`config.mk`:
```
export PLATFORM = sky130hd
export DESIGN_NAME = sram_bus_arbiter
export DESIGN_NICKNAME = d
export VERILOG_FILES = /design/src/rtl/sram_bus_arbiter.sv
export SDC_FILE = /design/constraint.sdc
export NUM_CORES = 1
export LEC_CHECK = 0
export ABC_AREA = 1
export ABC_CLOCK_PERIOD_IN_PS = 2800
export BUFFER_PORTS_ARGS = -buffer_cell sky130_fd_sc_hd__clkbuf_2
export CAP_MARGIN = 25
export CORE_AREA = 2 2 125 127
export DETAILED_ROUTE_END_ITERATION = 10
export DIE_AREA = 0 0 127 129
export MAX_ROUTING_LAYER = met4
export PLACE_DENSITY_LB_ADDON = 0.15
export SLEW_MARGIN = 10
export SYNTH_ARGS = -nofsm -noshare
export SYNTH_HDL_FRONTEND = slang
export SYNTH_SLANG_ARGS = --single-unit
```
`constraint.sdc`:
```
create_clock -name clk -period 2.8 [get_ports clk]
set_clock_uncertainty 0.1 [all_clocks]
set_input_delay 0 -clock clk [delete_from_list [all_inputs] [get_ports clk]]
set_output_delay 0 -clock clk [all_outputs]
set_load 0.01 [all_outputs]
```
`src/rtl/sram_bus_arbiter.sv`:
```
// ---------------------------------------------------------------------------
// sram_bus_arbiter
//
// Purpose:
//   Shares one SRAM-like memory port (req / addr_ok / data_ok handshake)
//   between the instruction-fetch requester and the data (load/store)
//   requester. The arbiter has three jobs:
//     - It picks which requester owns the address phase. Data normally wins.
//       Inst is forced to win after losing STARVE_MAX times in a row.
//     - It holds that choice until the memory accepts the address.
//     - It records the owner of every accepted transaction in a small
//       in-order ID FIFO, so that each bus_data_ok can be steered back to
//       the right requester.
//
// Parameters:
//   MAX_OUT    : maximum accepted-but-unanswered transactions (1..4)
//   STARVE_MAX : consecutive data wins tolerated while inst is waiting
//
// Ports:
//   clk, reset                  : clock, asynchronous active-high reset
//   inst_* / data_* (inputs)    : requester address-phase fields; req is
//                                 held high until the matching addr_ok
//   inst_/data_addr_ok          : address phase accepted (combinational)
//   inst_/data_data_ok          : response for that requester's oldest
//                                 outstanding transaction (combinational)
//   inst_/data_rdata            : read data, broadcast from bus_rdata
//   bus_req/wr/size/wstrb/
//   bus_addr/wdata              : address phase toward memory; the fields
//                                 are driven to 0 when bus_req is low
//   bus_addr_ok, bus_data_ok,
//   bus_rdata                   : memory handshake and in-order responses
// ---------------------------------------------------------------------------
module sram_bus_arbiter #(
  parameter int MAX_OUT    = 2,
  parameter int STARVE_MAX = 4
) (
  input  logic        clk,
  input  logic        reset,

  input  logic        inst_req,
  input  logic        inst_wr,
  input  logic [1:0]  inst_size,
  input  logic [3:0]  inst_wstrb,
  input  logic [31:0] inst_addr,
  input  logic [31:0] inst_wdata,
  output logic        inst_addr_ok,
  output logic        inst_data_ok,
  output logic [31:0] inst_rdata,

  input  logic        data_req,
  input  logic        data_wr,
  input  logic [1:0]  data_size,
  input  logic [3:0]  data_wstrb,
  input  logic [31:0] data_addr,
  input  logic [31:0] data_wdata,
  output logic        data_addr_ok,
  output logic        data_data_ok,
  output logic [31:0] data_rdata,

  output logic        bus_req,
  output logic        bus_wr,
  output logic [1:0]  bus_size,
  output logic [3:0]  bus_wstrb,
  output logic [31:0] bus_addr,
  output logic [31:0] bus_wdata,
  input  logic        bus_addr_ok,
  input  logic        bus_data_ok,
  input  logic [31:0] bus_rdata
);

  localparam int CW = $clog2(MAX_OUT + 1);
  localparam int PW = (MAX_OUT > 1) ? $clog2(MAX_OUT) : 1;
  localparam int SW = (STARVE_MAX > 0) ? $clog2(STARVE_MAX + 1) : 1;

  localparam logic [CW-1:0] C_FULL     = CW'(MAX_OUT);
  localparam logic [CW-1:0] C_EMPTY    = {CW{1'b0}};
  localparam logic [PW-1:0] C_PTR_LAST = PW'(MAX_OUT - 1);
  localparam logic [SW-1:0] C_STARVE   = SW'(STARVE_MAX);

  typedef enum logic [1:0] {
    ST_IDLE   = 2'd0,
    ST_LOCK_I = 2'd1,
    ST_LOCK_D = 2'd2
  } state_t;

  state_t             r_state;
  logic               r_ready;    // low during reset and for one cycle after release
  logic [CW-1:0]      r_count;
  logic [PW-1:0]      r_wr_ptr;
  logic [PW-1:0]      r_rd_ptr;
  logic [MAX_OUT-1:0] r_fifo;     // owner ID per slot: 0 = inst, 1 = data
  logic [SW-1:0]      r_starve;

  logic w_gnt_i;
  logic w_gnt_d;
  logic w_accept;
  logic w_pop;
  logic w_head;

  // Advance a FIFO pointer, wrapping at MAX_OUT (which may not be a power of two).
  function automatic logic [PW-1:0] ptr_next(input logic [PW-1:0] p);
    logic [PW-1:0] n;
    if (p == C_PTR_LAST) begin
      n = {PW{1'b0}};
    end else begin
      n = p + PW'(1);
    end
    return n;
  endfunction

  // Grant selection. A locked requester keeps the port until its address is
  // accepted. The full check is not repeated while locked, because count can
  // only fall during a lock. When idle, data wins unless inst has starved.
  always_comb begin
    w_gnt_i = 1'b0;
    w_gnt_d = 1'b0;
    if (r_ready) begin
      case (r_state)
        ST_IDLE: begin
          if (r_count == C_FULL) begin
            w_gnt_i = 1'b0;
            w_gnt_d = 1'b0;
          end else if ((r_starve == C_STARVE) && inst_req) begin
            w_gnt_i = 1'b1;
          end else if (data_req) begin
            w_gnt_d = 1'b1;
          end else if (inst_req) begin
            w_gnt_i = 1'b1;
          end else begin
            w_gnt_i = 1'b0;
            w_gnt_d = 1'b0;
          end
        end
        ST_LOCK_I: w_gnt_i = 1'b1;
        ST_LOCK_D: w_gnt_d = 1'b1;
        default: begin
          w_gnt_i = 1'b0;
          w_gnt_d = 1'b0;
        end
      endcase
    end else begin
      w_gnt_i = 1'b0;
      w_gnt_d = 1'b0;
    end
  end

  assign bus_req      = w_gnt_i | w_gnt_d;
  assign w_accept     = bus_req & bus_addr_ok;
  assign inst_addr_ok = w_gnt_i & bus_addr_ok;
  assign data_addr_ok = w_gnt_d & bus_addr_ok;

  // A response with nothing outstanding is a stray pulse, e.g. one belonging
  // to a transaction that a reset threw away. It is dropped.
  assign w_pop        = bus_data_ok & (r_count != C_EMPTY);
  assign w_head       = r_fifo[r_rd_ptr];
  assign inst_data_ok = w_pop & ~w_head;
  assign data_data_ok = w_pop &  w_head;
  assign inst_rdata   = bus_rdata;
  assign data_rdata   = bus_rdata;

  // Address-phase field mux; fields are forced to zero when there is no grant.
  always_comb begin
    bus_wr    = 1'b0;
    bus_size  = 2'd0;
    bus_wstrb = 4'd0;
    bus_addr  = 32'd0;
    bus_wdata = 32'd0;
    if (w_gnt_d) begin
      bus_wr    = data_wr;
      bus_size  = data_size;
      bus_wstrb = data_wstrb;
      bus_addr  = data_addr;
      bus_wdata = data_wdata;
    end else if (w_gnt_i) begin
      bus_wr    = inst_wr;
      bus_size  = inst_size;
      bus_wstrb = inst_wstrb;
      bus_addr  = inst_addr;
      bus_wdata = inst_wdata;
    end else begin
      bus_wr    = 1'b0;
      bus_size  = 2'd0;
      bus_wstrb = 4'd0;
      bus_addr  = 32'd0;
      bus_wdata = 32'd0;
    end
  end

  // Lock FSM plus the post-reset quiet cycle. An acceptance always returns
  // to IDLE; a grant that is not accepted locks onto its requester.
  always_ff @(posedge clk or posedge reset) begin
    if (reset) begin
      r_state <= ST_IDLE;
      r_ready <= 1'b0;
    end else begin
      r_ready <= 1'b1;
      case (r_state)
        ST_IDLE, ST_LOCK_I, ST_LOCK_D: begin
          if (w_accept) begin
            r_state <= ST_IDLE;
          end else if (w_gnt_i) begin
            r_state <= ST_LOCK_I;
          end else if (w_gnt_d) begin
            r_state <= ST_LOCK_D;
          end else begin
            r_state <= ST_IDLE;
          end
        end
        default: r_state <= ST_IDLE;
      endcase
    end
  end

  // Outstanding-ID FIFO. Push and pop may happen in the same cycle; the count
  // then holds while both pointers move. A pop needs count > 0, so an entry
  // pushed this cycle can never be popped in the same cycle.
  always_ff @(posedge clk or posedge reset) begin
    if (reset) begin
      r_fifo   <= {MAX_OUT{1'b0}};
      r_wr_ptr <= {PW{1'b0}};
      r_rd_ptr <= {PW{1'b0}};
      r_count  <= C_EMPTY;
    end else begin
      if (w_accept) begin
        r_fifo[r_wr_ptr] <= w_gnt_d;
        r_wr_ptr         <= ptr_next(r_wr_ptr);
      end
      if (w_pop) begin
        r_rd_ptr <= ptr_next(r_rd_ptr);
      end
      case ({w_accept, w_pop})
        2'b10:   r_count <= r_count + CW'(1);
        2'b01:   r_count <= r_count - CW'(1);
        default: r_count <= r_count;
      endcase
    end
  end

  // Starvation counter. It counts data acceptances that happened while inst
  // was waiting, saturates at STARVE_MAX, and clears when inst is accepted.
  always_ff @(posedge clk or posedge reset) begin
    if (reset) begin
      r_starve <= {SW{1'b0}};
    end else begin
      if (inst_addr_ok) begin
        r_starve <= {SW{1'b0}};
      end else if (data_addr_ok && inst_req && (r_starve != C_STARVE)) begin
        r_starve <= r_starve + SW'(1);
      end
    end
  end

endmodule

```
==> results by group, run 1 <==
Global route
  – Global-route wire length before repair: 15.1 mm
  – Gr usage total: about 11%
  – Largest net degree at the start of global routing: 74
  – GR Overflow Total: 0
  – Vias in the first global route: 3013
  – Initial antenna violation count: 0

Synth
  – Synth Register Bits: 12
  – Synth warn: 0
  – Post-Syn Area: 2330 sq um
  – Number of cells produced by synthesis: 386
  – Sequential-to-total area share from yosys stat: 12.9%
  – Syn Area/Cell: 6.03 sq um
  – Post-synth net total: 569
  – Post-synthesis cell type count: 26

Outcome
  – Outcome: completed

Floorplanning
  – # IOs: 320
  – Chip Width: 127 um
  – Die area: approximately 16000 sq um
  – Starting Density: 15.5%
  – Core Footprint: 15000 sq um
  – Standard-cell rows: 45
  – Die height: 129 um

Layout
  – Inserted Diodes: 0
  – Synth-to-layout area growth: 49.4%
  – Share of cells above drive strength 1: 43.8%
  – Final net count: 741
  – Leading cell type in the layout, fill and taps excluded: clkbuf_2
  – Most frequent cells in the layout: 223 x clkbuf_2, 149 x nand3_1, 88 x nand2_1, 34 x dlygate4sd3_1, 12 x dfrtp_1
  – Final Instance Area: between 3000 and 4000 sq um

Worst setup path
  – Crit path cell chain: inv_1 -> ha_1 -> nand2_1 -> nand2_1 -> nand3_2 -> nand2_4 -> buf_4 -> nand3_1 -> nand2_1 -> clkbuf_2
  – Reg2reg path depth: 13
  – Stages on worst setup path: 10
  – Buf/Inv on CP: 3
  – Worst setup endpoint: bus_wdata[16]
  – Worst-path fanout max: 72
  – Crit start category: flip-flop
  – Top Family by Delay on Critical Path: buffers and inverters
  – R2r endpoint: r_count[1]$_DFFE_PP0P_
  – Cell mode on critical path: nand2_1
  – Class of the most critical setup path: flip-flop to output pin
  – Flop2flop setup slack: 750 ps
  – Crit. End Element: output pin
  – Worst EP required: 2700 ps
  – Critical Path Slowest Stage Cell: buf_4
  – Worst Path Arrival: ~2300 ps
  – CP startpoint: r_starve[0]$_DFFE_PP0P_
  – FF-to-FF Start: r_starve[0]$_DFFE_PP0P_
  – Max incr delay on CP: between 500 and 600 ps

Timing
  – Tmin final: 2370 ps
  – Worst Tran Pin Value: 797 ps
  – Period utilization: between 80% and 90%
  – RSZ-0062 raised after global routing: no
  – Setup violations, final: 0
  – Min Hold Slack: between 50 and 60 ps
  – Setup TNS: 0 ps
  – Pins Over Slew Limit: 0
  – Peak Freq: between 400 and 500 MHz
  – Hold Fails Final Rpt: 0
  – Slew margin rel.: 46.9%

Clock tree
  – H-tree depth: 1
  – CTS tree: yes
  – CTS buffer count: 3
  – Post-CTS Setup Bufs: 0
  – Root Driver: clkbuf_16
  – CTS Buffer Depth: 2
  – CTS clock-pin slew for the worst setup and hold paths: 50 ps
  – Skew-Pair Late Insertion Delay: 240 ps
  – CTS sink cnt: 12

Place
  – Post-DP HPWL: 7.63 mm
  – Port bufs: 223
  – Gpl congestion: 0.741
  – Placed instance area: 3050 sq um

Power and ir drop
  – Fraction of power consumed by combinational cells: 65.1%
  – Switch Pwr: between 700 and 800 uW
  – Maximum vdd drop: 0.374 mV
  – Clk pwr share: 17.4%
  – Flop pwr share: 17.5%
  – Int Power: 870 uW
  – Pwr dens: 479 nW/um^2
  – Sw Ratio: 47.7%
  – P_leak: 0.00210 uW

Detailed routing
  – WL final: roughly 10 mm
  – ANT nets after route: 0
  – Vias post-DR: 3138
  – Wirelength per Cell: 13.6 um
  – Vias per cell: 4.21
  – Drt drc: 0
  – DR pass1 iterations: 4
  – Drt initial violations: 147

Min path
  – Min-Delay Path Class: primary input to flip-flop

Flow run
  – Max-cap violation count: 0
[synthesized netlist by cell type (all sizes together)]
| master | number | share of area [%] |
|---|---|---|
| dfrtp | 12 | 13 |
| ha | 3 | 1.6 |
| nor2 | 6 | 1.3 |
| buf | 87 | 28 |
| xnor2 | 3 | 1.1 |
| and2 | 1 | 0.27 |
| nand4 | 2 | 1.2 |
| or2 | 1 | 0.27 |
| clkbuf | 7 | 1.1 |
| xor2 | 1 | 0.38 |
| o21ai | 4 | 0.86 |
| a21oi | 1 | 0.21 |
| nand3 | 151 | 33 |
| conb | 1 | 0.16 |
| nand2 | 92 | 15 |
| inv | 14 | 2.3 |
[worst min path at each step]
stage	slack, ps	cells past startpoint	from	endpoint
2_1_floorplan	-240	1	reset	r_count[0]$_DFFE_PP0P_
6_report	50	3	bus_data_ok	r_rd_ptr$_DFFE_PP0P_
3_3_place_gp	-100	0	bus_rdata[0]	inst_rdata[0]
3_5_place_dp	-100	0	bus_rdata[0]	inst_rdata[0]
5_1_grt	90	3	bus_data_ok	r_rd_ptr$_DFFE_PP0P_
4_1_cts	70	3	bus_data_ok	r_rd_ptr$_DFFE_PP0P_
[logic make-up (layout without fill, tap and decap cells)]
group | after synthesis | in the layout | synth area share [%]
and+or+nand+nor | 253 | 253 | 51.6
buffers and inverters | 108 | 279 | 31.1
other | 1 | 1 | 0.161
adders and majority gates | 3 | 3 | 1.61
AOI/OAI and AO/OA | 5 | 5 | 1.07
DFF | 12 | 12 | 12.9
xor gates and xnor gates | 4 | 4 | 1.51
[sequential cells by signal, indices dropped and copies added (netlist names)]
name / flops
r_wr_ptr: 1
r_ready: 1
r_state: 2
r_starve: 3
r_count: 2
r_fifo: 2
r_rd_ptr: 1
[layer usage]
| metal | vias to the layer above | share of wire (%) | global-route usage, % |
|---|---|---|---|
| li1 | 1554 | - | - |
| met1 | 1425 | 41 | 14.7 |
| met2 | 155 | 52 | 20.4 |
| met3 | 4 | 6.5 | 0.873 |
| met4 | 0 | 0.31 | 1.42 |
| met5 | - | 0 | - |
[worst register-to-register path, stage by stage (launching register included)]
cell and delay, ps:
dfrtp_1 390, inv_1 90, ha_1 160, nand2_1 60, nand2_1 70, nand3_2 80, nand2_4 80, nand3_4 90
nand2_2 100, inv_2 40, ha_1 310, a21oi_1 110, o21ai_0 110, xnor2_1 140
[timing repair]
| action | CTS | global route |
|---|---|---|
| hold endpoints to repair | 78 | 0 |
| endpoints found under the setup margin | 0 | 0 |
| gates resized for setup | 0 | 0 |
| hold buffers | 34 | 0 |
[per-stage QoR]
step / util, % / worst slack (ps) / total power (uW) / instances
CTS: 23.2 / 373 / 1690 / 745
global route: 23.2 / 221 / 1830 / 745
global placement: 20.3 / 646 / 1320 / 707
floorplan: - / 844 / 1070 / 386
detailed placement: 20.3 / 632 / 1320 / 707
finish: 23.2 / 432 / 1660 / 745
[area by class of cell]
cell class,instances,area [sq um]
flip-flops and latches,12,300
inverters,14,52.6
well taps,188,235
repair buffers,261,1490
multi-input cells,266,1310
fillers,1733,11500
clock buffers,4,88.8
[power groups by stage]
stage                     clock network, uW  registers, uW  logic, uW
after detailed placement                  0            293       1030
after global routing                    305            301       1230
after CTS                               296            291       1110
after global placement                    0            292       1030
after floorplan                           0            280        795
final                                   290            291       1080
Power figures use the tool's default switching activity.
==> inputs of run 2 (changes only) <==
--- a/config.mk
+++ b/config.mk
@@ -5,8 +5,8 @@
 export SDC_FILE = /design/constraint.sdc
 export NUM_CORES = 1
 export LEC_CHECK = 0
-export ABC_AREA = 1
-export ABC_CLOCK_PERIOD_IN_PS = 2800
+export ABC_AREA = 0
+export ABC_CLOCK_PERIOD_IN_PS = 2000
 export BUFFER_PORTS_ARGS = -buffer_cell sky130_fd_sc_hd__clkbuf_2
 export CAP_MARGIN = 25
 export CORE_AREA = 2 2 125 127
==> constraint.sdc (replaced) <==
create_clock -name clk -period 2 [get_ports clk]
set_clock_uncertainty 0.1 [all_clocks]
set_input_delay 0 -clock clk [delete_from_list [all_inputs] [get_ports clk]]
set_output_delay 0 -clock clk [all_outputs]
set_load 0.01 [all_outputs]
==> run 2 against run 1 <==
Net effect: the run now ends with negative setup slack left; critical path type unchanged; total power up 50%; critical path depth down 1; sequential share of layout area down 0.21 points.
==> results by group, run 2 <==
Clock tree
  – CTS tree: yes
  – CTS buffer count: 3 (unchanged)
  – Skew-Pair Late Insertion Delay: 230 ps (about the same)
  – Root Driver: clkbuf_16
  – CTS Buffer Depth: 2 (unchanged)
  – H-tree depth: 1 (unchanged)
  – CTS sink cnt: 12 (unchanged)
  – CTS clock-pin slew for the worst setup and hold paths: 40 ps (about the same)

Worst setup path
  – Max incr delay on CP: 370 ps (-220 ps)
  – Crit start category: flip-flop
  – Top Family by Delay on Critical Path: buffers and inverters
  – Crit. End Element: output pin
  – Critical Path Slowest Stage Cell: dfrtp_1
  – Crit path cell chain: inv_1 -> ha_2 -> nand2_2 -> a311o_4 -> nor2_8 -> buf_6 -> clkbuf_16 -> a22o_1 -> clkbuf_2
  – Worst Path Arrival: 1990 ps (-280 ps)
  – Class of the most critical setup path: flip-flop to output pin
  – Worst-path fanout max: 11 (-85%)
  – Buf/Inv on CP: 4 (+1)
  – Worst EP required: 1900 ps (-800 ps)

Floorplanning
  – Starting Density: 13.5% (-2.1 points)
  – Chip Width: 127 um (unchanged)
  – Core Footprint: 15000 sq um (unchanged)
  – Die area: 16400 sq um (unchanged)
  – Standard-cell rows: 45 (unchanged)
  – Die height: 129 um (unchanged)
  – # IOs: 320 (unchanged)

Place
  – Setup WS pre-CTS: -32.6 ps (-665 ps)
  – Gpl congestion: 0.752 (+1.5%)
  – Port bufs: 223 (unchanged)
  – Placed Cells incl. Taps: 575 (-19%)
  – Post-DP HPWL: 8.01 mm (+4.9%)

Power and ir drop
  – Sw Ratio: 40.7% (-7.1 points)
  – Clk pwr share: 13.9% (-3.5 points)
  – Flop pwr share: 16.4% (-1.1 points)
  – Switch Pwr: 1010 uW (+28%)
  – P_leak: 0.00193 uW (-8.3%)
  – Maximum vdd drop: 0.513 mV (+37%)
  – Int Power: 1480 uW (+70%)
  – Pwr Total: 2490 uW (+50%)
  – Pwr dens: 700 nW/um^2 (+46%)
  – Fraction of power consumed by combinational cells: 69.7% (+4.6 points)

Timing
  – Pins Over Slew Limit: 0 (unchanged)
  – Period utilization: 105%
  – Hold Fails Final Rpt: 0 (unchanged)
  – RSZ-0062 raised after global routing: yes
  – Setup violations, final: 74 (+74)
  – Worst Setup Slack, final: -92.8 ps (-525 ps)
  – Peak Freq: 478 MHz
  – Tmin final: 2090 ps

Global route
  – Largest net degree at the start of global routing: 38 (-49%)
  – Initial antenna violation count: 0 (unchanged)
  – Vias in the first global route: 2342 (-22%)
  – Gr usage total: 10.5% (-1.0 points)
  – Global-route wire length before repair: 13.2 mm (-13%)
  – GR Overflow Total: 0 (unchanged)

Synth
  – Synth warn: 0 (unchanged)
  – Post-Syn Area: 2020 sq um (-13%)
  – Post-synth EDFFs: 0 (unchanged)
  – Ys flop type: dfrtp_1
  – Synth Register Bits: 12 (unchanged)
  – Synth top area cells: a22o_1 31%, buf_4 24%, dfrtp_1 15%
  – Sequential-to-total area share from yosys stat: 14.9% (+2.0 points)
  – Post-synth ARST share: 100% (unchanged)
  – Number of cells produced by synthesis: 226 (-41%)
  – Post-synthesis cell type count: 37 (+42%)
  – Commonest cells in the netlist: 71 x a22o_1, 64 x buf_4, 15 x buf_6
  – Syn Area/Cell: 8.92 sq um (+48%)
  – Synth area leader: a22o_1
  – Top cell type's share of synthesized area: 30.9% (-1.2 points)
  – Post-synth net total: 409 (-28%)
  – Count leader, synth: a22o_1

Detailed routing
  – Drt drc: 0 (unchanged)
  – WL final: 10.3 mm (+2.1%)
  – Wirelength per Cell: 16.7 um (+23%)
  – ANT nets after route: 0 (unchanged)
  – Drt initial violations: 69 (-53%)
  – Vias post-DR: 2502 (-20%)
  – Vias per cell: 4.04 (-4.2%)
  – DR pass1 iterations: 4 (unchanged)

Layout
  – Most flop-heavy register: r_starve
  – Most frequent cells in the layout: 220 x clkbuf_2, 71 x a22o_1, 33 x dlygate4sd3_1, 12 x buf_4, 12 x dfrtp_1
  – Fillers: 1658 (-4.3%)
  – Final Non-Filler Cells: 620 (-17%)
  – Max reg flops: 3 (unchanged)
  – Post-layout util: 23.8% (+0.58 points)
  – Synth-to-layout area growth: 76.7%
  – Final net count: 617 (-17%)
  – Leading cell type in the layout, fill and taps excluded: clkbuf_2
  – Inserted Diodes: 0 (unchanged)
  – Share of cells above drive strength 1: 61.8% (+18 points)

Flow run
  – Max-cap violation count: 0 (unchanged)

Outcome
  – Failing checks: negative setup slack
  – Outcome: finished, violations left

Min path
  – Min-Delay Path Class: primary input to flip-flop
[run 2: final cells by class]
type / count / area [sq um] / share of cell area [%]
tap: 188 / 235 / 6.60
sequential: 12 / 300 / 8.43
clock buffer: 3 / 75.1 / 2.11
timing repair buffer: 283 / 1830 / 51.4
inverter: 7 / 26.3 / 0.738
multi-input combinational: 127 / 1090 / 30.7
[run 2: power by group through the flow]
| stage | Combinational [uW] | Clock [uW] | Sequential [uW] |
|---|---|---|---|
| floorplan | 1030 | 0 | 397 |
| global placement | 1460 | 0 | 409 |
| detailed placement | 1450 | 0 | 408 |
| CTS | 1620 | 359 | 405 |
| global route | 1880 | 374 | 422 |
| finish | 1740 | 347 | 410 |
[run 2: path summary, 6_finish.rpt]
check | startpoint | to | slack [ps] | cells past startpoint
min | bus_addr_ok | r_state[1]$_DFF_PP0_ | 70 | 2
min reg2reg | r_rd_ptr$_DFFE_PP0P_ | r_rd_ptr$_DFFE_PP0P_ | 390 | 1
max in group asynchronous | reset | r_state[0]$_DFF_PP0_ | 1280 | 3
max | r_starve[1]$_DFFE_PP0P_ | bus_wdata[30] | -90 | 9
min in group asynchronous | reset | r_wr_ptr$_DFFE_PP0P_ | 210 | 3
max reg2reg | r_starve[1]$_DFFE_PP0P_ | r_count[1]$_DFFE_PP0P_ | -40 | 11
[run 2: layer usage]
metal / vias to the layer above / global-route usage, % / part of all wire (%)
met4: 0 / 1.68 / 0.43
met1: 1173 / 13.1 / 42
met2: 125 / 18.4 / 51
li1: 1200 / - / -
met3: 4 / 1.29 / 6.7
met5: - / - / 0
[run 2: worst reg2reg max path, cell delays in order, from the launching register on]
cell and delay [ps]:
dfrtp_1 370, inv_1 60, ha_2 190, nand2_2 60, a311o_4 350, nor2_8 130
buf_12 110, o21ai_4 50, ha_4 170, xnor2_1 110, nor2_1 120, xor2_1 160
[run 2: through the flow]
stage	setup TNS (ps)	hold WS, ps	cell area [sq um]
4_1_cts	-5700	74.5	3390
6_report	-4740	65.6	3560
5_1_grt	-12650	84.2	3560
2_1_floorplan	-253	-235	2040
3_5_place_dp	-32.6	-99.9	2900
3_3_place_gp	-35.5	-99.9	2900
[run 2: cell families after synthesis]
group / synth area share, %
buffers and inverters: 33.7
other: 0.186
adder cells (fa/ha/maj): 1.86
XOR/XNOR: 1.74
AND/OR/NAND/NOR: 8.13
AO/OA/AOI/OAI: 38.5
flip-flops: 14.9
multiplexers: 0.993
[run 2: repair_timing]
| item | CTS | global route |
|---|---|---|
| buffers inserted | 1 | 2 |
| hold buffers | 33 | 0 |
| hold endpoints to repair | 76 | 0 |
| gates cloned | 1 | 5 |
| pin swaps | 12 | 1 |
| setup endpoints to repair | 75 | 75 |
| gates resized for setup | 12 | 11 |
==> inputs of run 3 (changes only) <==
--- a/config.mk
+++ b/config.mk
@@ -9,9 +9,9 @@
 export ABC_CLOCK_PERIOD_IN_PS = 2000
 export BUFFER_PORTS_ARGS = -buffer_cell sky130_fd_sc_hd__clkbuf_2
 export CAP_MARGIN = 25
-export CORE_AREA = 2 2 125 127
+export CORE_AREA = 5 5 121 123
 export DETAILED_ROUTE_END_ITERATION = 10
-export DIE_AREA = 0 0 127 129
+export DIE_AREA = 0 0 126 128
 export MAX_ROUTING_LAYER = met4
 export PLACE_DENSITY_LB_ADDON = 0.15
 export SLEW_MARGIN = 10
==> run 3 against run 2 <==
Net effect: wire length up 15%; the run still ends with negative setup slack left; critical path type unchanged; worst setup slack worse by 23 ps; combinational power rose by 11%; cell area grew 6.5%; clock power is 4% higher; register-to-register slack worse by 20 ps; clock-buffer cell count unchanged.
==> results by group, run 3 (synthesis gave the netlist of run 2 again) <==
Layout
  – Final net count: 626 (+1.5%)
  – Share of cells above drive strength 1: 63.0% (+1.2 points)
  – Register area: 300 sq um (unchanged)
  – Post-layout util: 28.0% (+4.2 points)
  – Leading cell type in the layout, fill and taps excluded: clkbuf_2
  – Fillers: 1467 (-12%)
  – Multi-input logic area: 1120 sq um (+2.3%)
  – Max reg flops: 3 (unchanged)
  – Synth-to-layout area growth: 88.2%
  – Most frequent cells in the layout: 188 x clkbuf_2, 69 x a22o_1, 33 x dlygate4sd3_1, 27 x buf_2, 14 x buf_4
  – Most flop-heavy register: r_starve
  – Final Instance Area: 3790 sq um (+6.5%)

Global route
  – Gr usage total: 13.2% (+2.8 points)
  – Largest net degree at the start of global routing: 18 (-53%)
  – Global-route wire length before repair: 16.3 mm (+24%)
  – GR Overflow Total: 0 (unchanged)
  – Initial antenna violation count: 6 (+6)
  – Vias in the first global route: 2640 (+13%)

Place
  – Gpl congestion: 0.811 (+7.8%)
  – Placed instance area: 2920 sq um (+0.69%)
  – Post-DP HPWL: 9.13 mm (+14%)
  – Port bufs: 223 (unchanged)

Clock tree
  – H-tree depth: 1 (unchanged)
  – CTS Buffer Depth: 2 (unchanged)
  – CTS sink cnt: 12 (unchanged)
  – CTS tree: yes
  – CTS buffer count: 3 (unchanged)
  – CTS clock-pin slew for the worst setup and hold paths: 40 ps (about the same)
  – Root Driver: clkbuf_16
  – Skew-Pair Late Insertion Delay: 240 ps (about the same)

Timing
  – Setup violations, final: 72 (-2.7%)
  – Worst Setup Slack, final: -116 ps (-23.5 ps)
  – Tmin final: 2120 ps (+23.5 ps)
  – Pins Over Slew Limit: 0 (unchanged)
  – Peak Freq: 473 MHz (-1.1%)
  – Hold Fails Final Rpt: 0 (unchanged)
  – Period utilization: 106% (+1.2 points)
  – RSZ-0062 raised after global routing: yes

Detailed routing
  – Drt initial violations: 74 (+7.2%)
  – DR pass1 iterations: 4 (unchanged)
  – Wirelength per Cell: 18.9 um (+13%)
  – Drt drc: 0 (unchanged)
  – ANT nets after route: 0 (unchanged)
  – Vias per cell: 4.16 (+3.1%)
  – Vias post-DR: 2608 (+4.2%)
  – WL final: 11.9 mm (+15%)

Floorplanning
  – Starting Density: 14.9% (+1.4 points)
  – Core Footprint: 13600 sq um (-9.5%)
  – Standard-cell rows: 43 (-4.4%)
  – Die area: 16100 sq um (-1.6%)
  – # IOs: 320 (unchanged)
  – Chip Width: 126 um (-0.79%)
  – Die height: 128 um (-0.78%)

Worst setup path
  – Class of the most critical setup path: flip-flop to output pin
  – Worst-path fanout max: 5 (-6)
  – Worst Path Arrival: 2020 ps (+30 ps)
  – Crit start category: flip-flop
  – Worst EP required: 1900 ps (about the same)
  – Crit. End Element: output pin

Power and ir drop
  – Maximum vdd drop: 0.527 mV (+2.9%)
  – Pwr dens: 712 nW/um^2 (+1.8%)
  – P_leak: 0.00204 uW (+6.0%)

Flow run
  – Max-cap violation count: 0 (unchanged)

Outcome
  – Outcome: finished, violations left
  – Failing checks: negative setup slack

Min path
  – Min-Delay Path Class: primary input to flip-flop
run 3: cell count changes in the layout (fill, tap and decap cells not counted), sizes merged:
cell | previous run | this run
diode | 0 | 6
buf | 26 | 66
clkbuf | 227 | 196
run 3: per-stage QoR:
stage / hold WS (ps) / power (uW) / instances / worst slack (ps) / setup TNS [ps]
floorplan: -235 / 1430 / 226 / -201 / -253
global placement: -99.9 / 1930 / 566 / -34.4 / -119
detailed placement: -99.9 / 1930 / 566 / -57.1 / -316
CTS: 76.7 / 2690 / 619 / -165 / -8540
global route: 102 / 2910 / 627 / -206 / -12030
finish: 54.2 / 2700 / 627 / -116 / -5820
run 3: path summary, 6_finish.rpt:
| check | from | slack [ps] | cells after the start | to |
|---|---|---|---|---|
| setup / recovery | r_starve[0]$_DFFE_PP0P_ | -120 | 10 | bus_addr[9] |
| max in group asynchronous | reset | 1250 | 3 | r_starve[0]$_DFFE_PP0P_ |
| hold reg to reg | r_rd_ptr$_DFFE_PP0P_ | 400 | 1 | r_rd_ptr$_DFFE_PP0P_ |
| setup reg to reg | r_starve[0]$_DFFE_PP0P_ | -60 | 11 | r_count[1]$_DFFE_PP0P_ |
| min in group asynchronous | reset | 220 | 3 | r_fifo[1]$_DFFE_PP0P_ |
| hold / removal | bus_addr_ok | 50 | 2 | r_state[0]$_DFF_PP0_ |
run 3: layout make-up:
class                   count  area share, %
diodes                      6          0.396
clock buffers               3           1.98
inverters                   7          0.693
multi-input cells         127           29.5
flip-flops and latches     12           7.92
well taps                 180           5.94
repair buffers            292           53.6
run 3: worst max-delay path, stage by stage, from the launching register on:
cell and delay (ps):
dfrtp_1 390, inv_2 80, ha_4 150, nand2_4 50, a311o_4 350, nor2_8 150
buf_6 130, buf_12 110, buf_16 110, a22o_1 160, buf_6 110
run 3: metal layers:
| metal | vias up | wire length, um | GRT usage [%] |
|---|---|---|---|
| met5 | - | 0 | - |
| met4 | 0 | 28 | 1.20 |
| met3 | 4 | 1300 | 5.71 |
| met2 | 137 | 5880 | 21.7 |
| met1 | 1238 | 4650 | 15.8 |
| li1 | 1229 | - | - |
run 3: timing repair:
action,CTS,global route
gates resized for setup,34,42
gates cloned,6,1
endpoints found under the setup margin,75,75
hold endpoints to repair,76,0
pin swaps,25,12
hold buffers,33,0
setup buffers,11,3
run 3: where the power goes:
group	switching, uW	internal (uW)	leakage [uW]	total, uW
Combinational	902	1030	0.00186	1930
Clock	101	260	0.0000370	362
Sequential	79.6	332	0.000146	411
Total	1080	1620	0.00204	2700
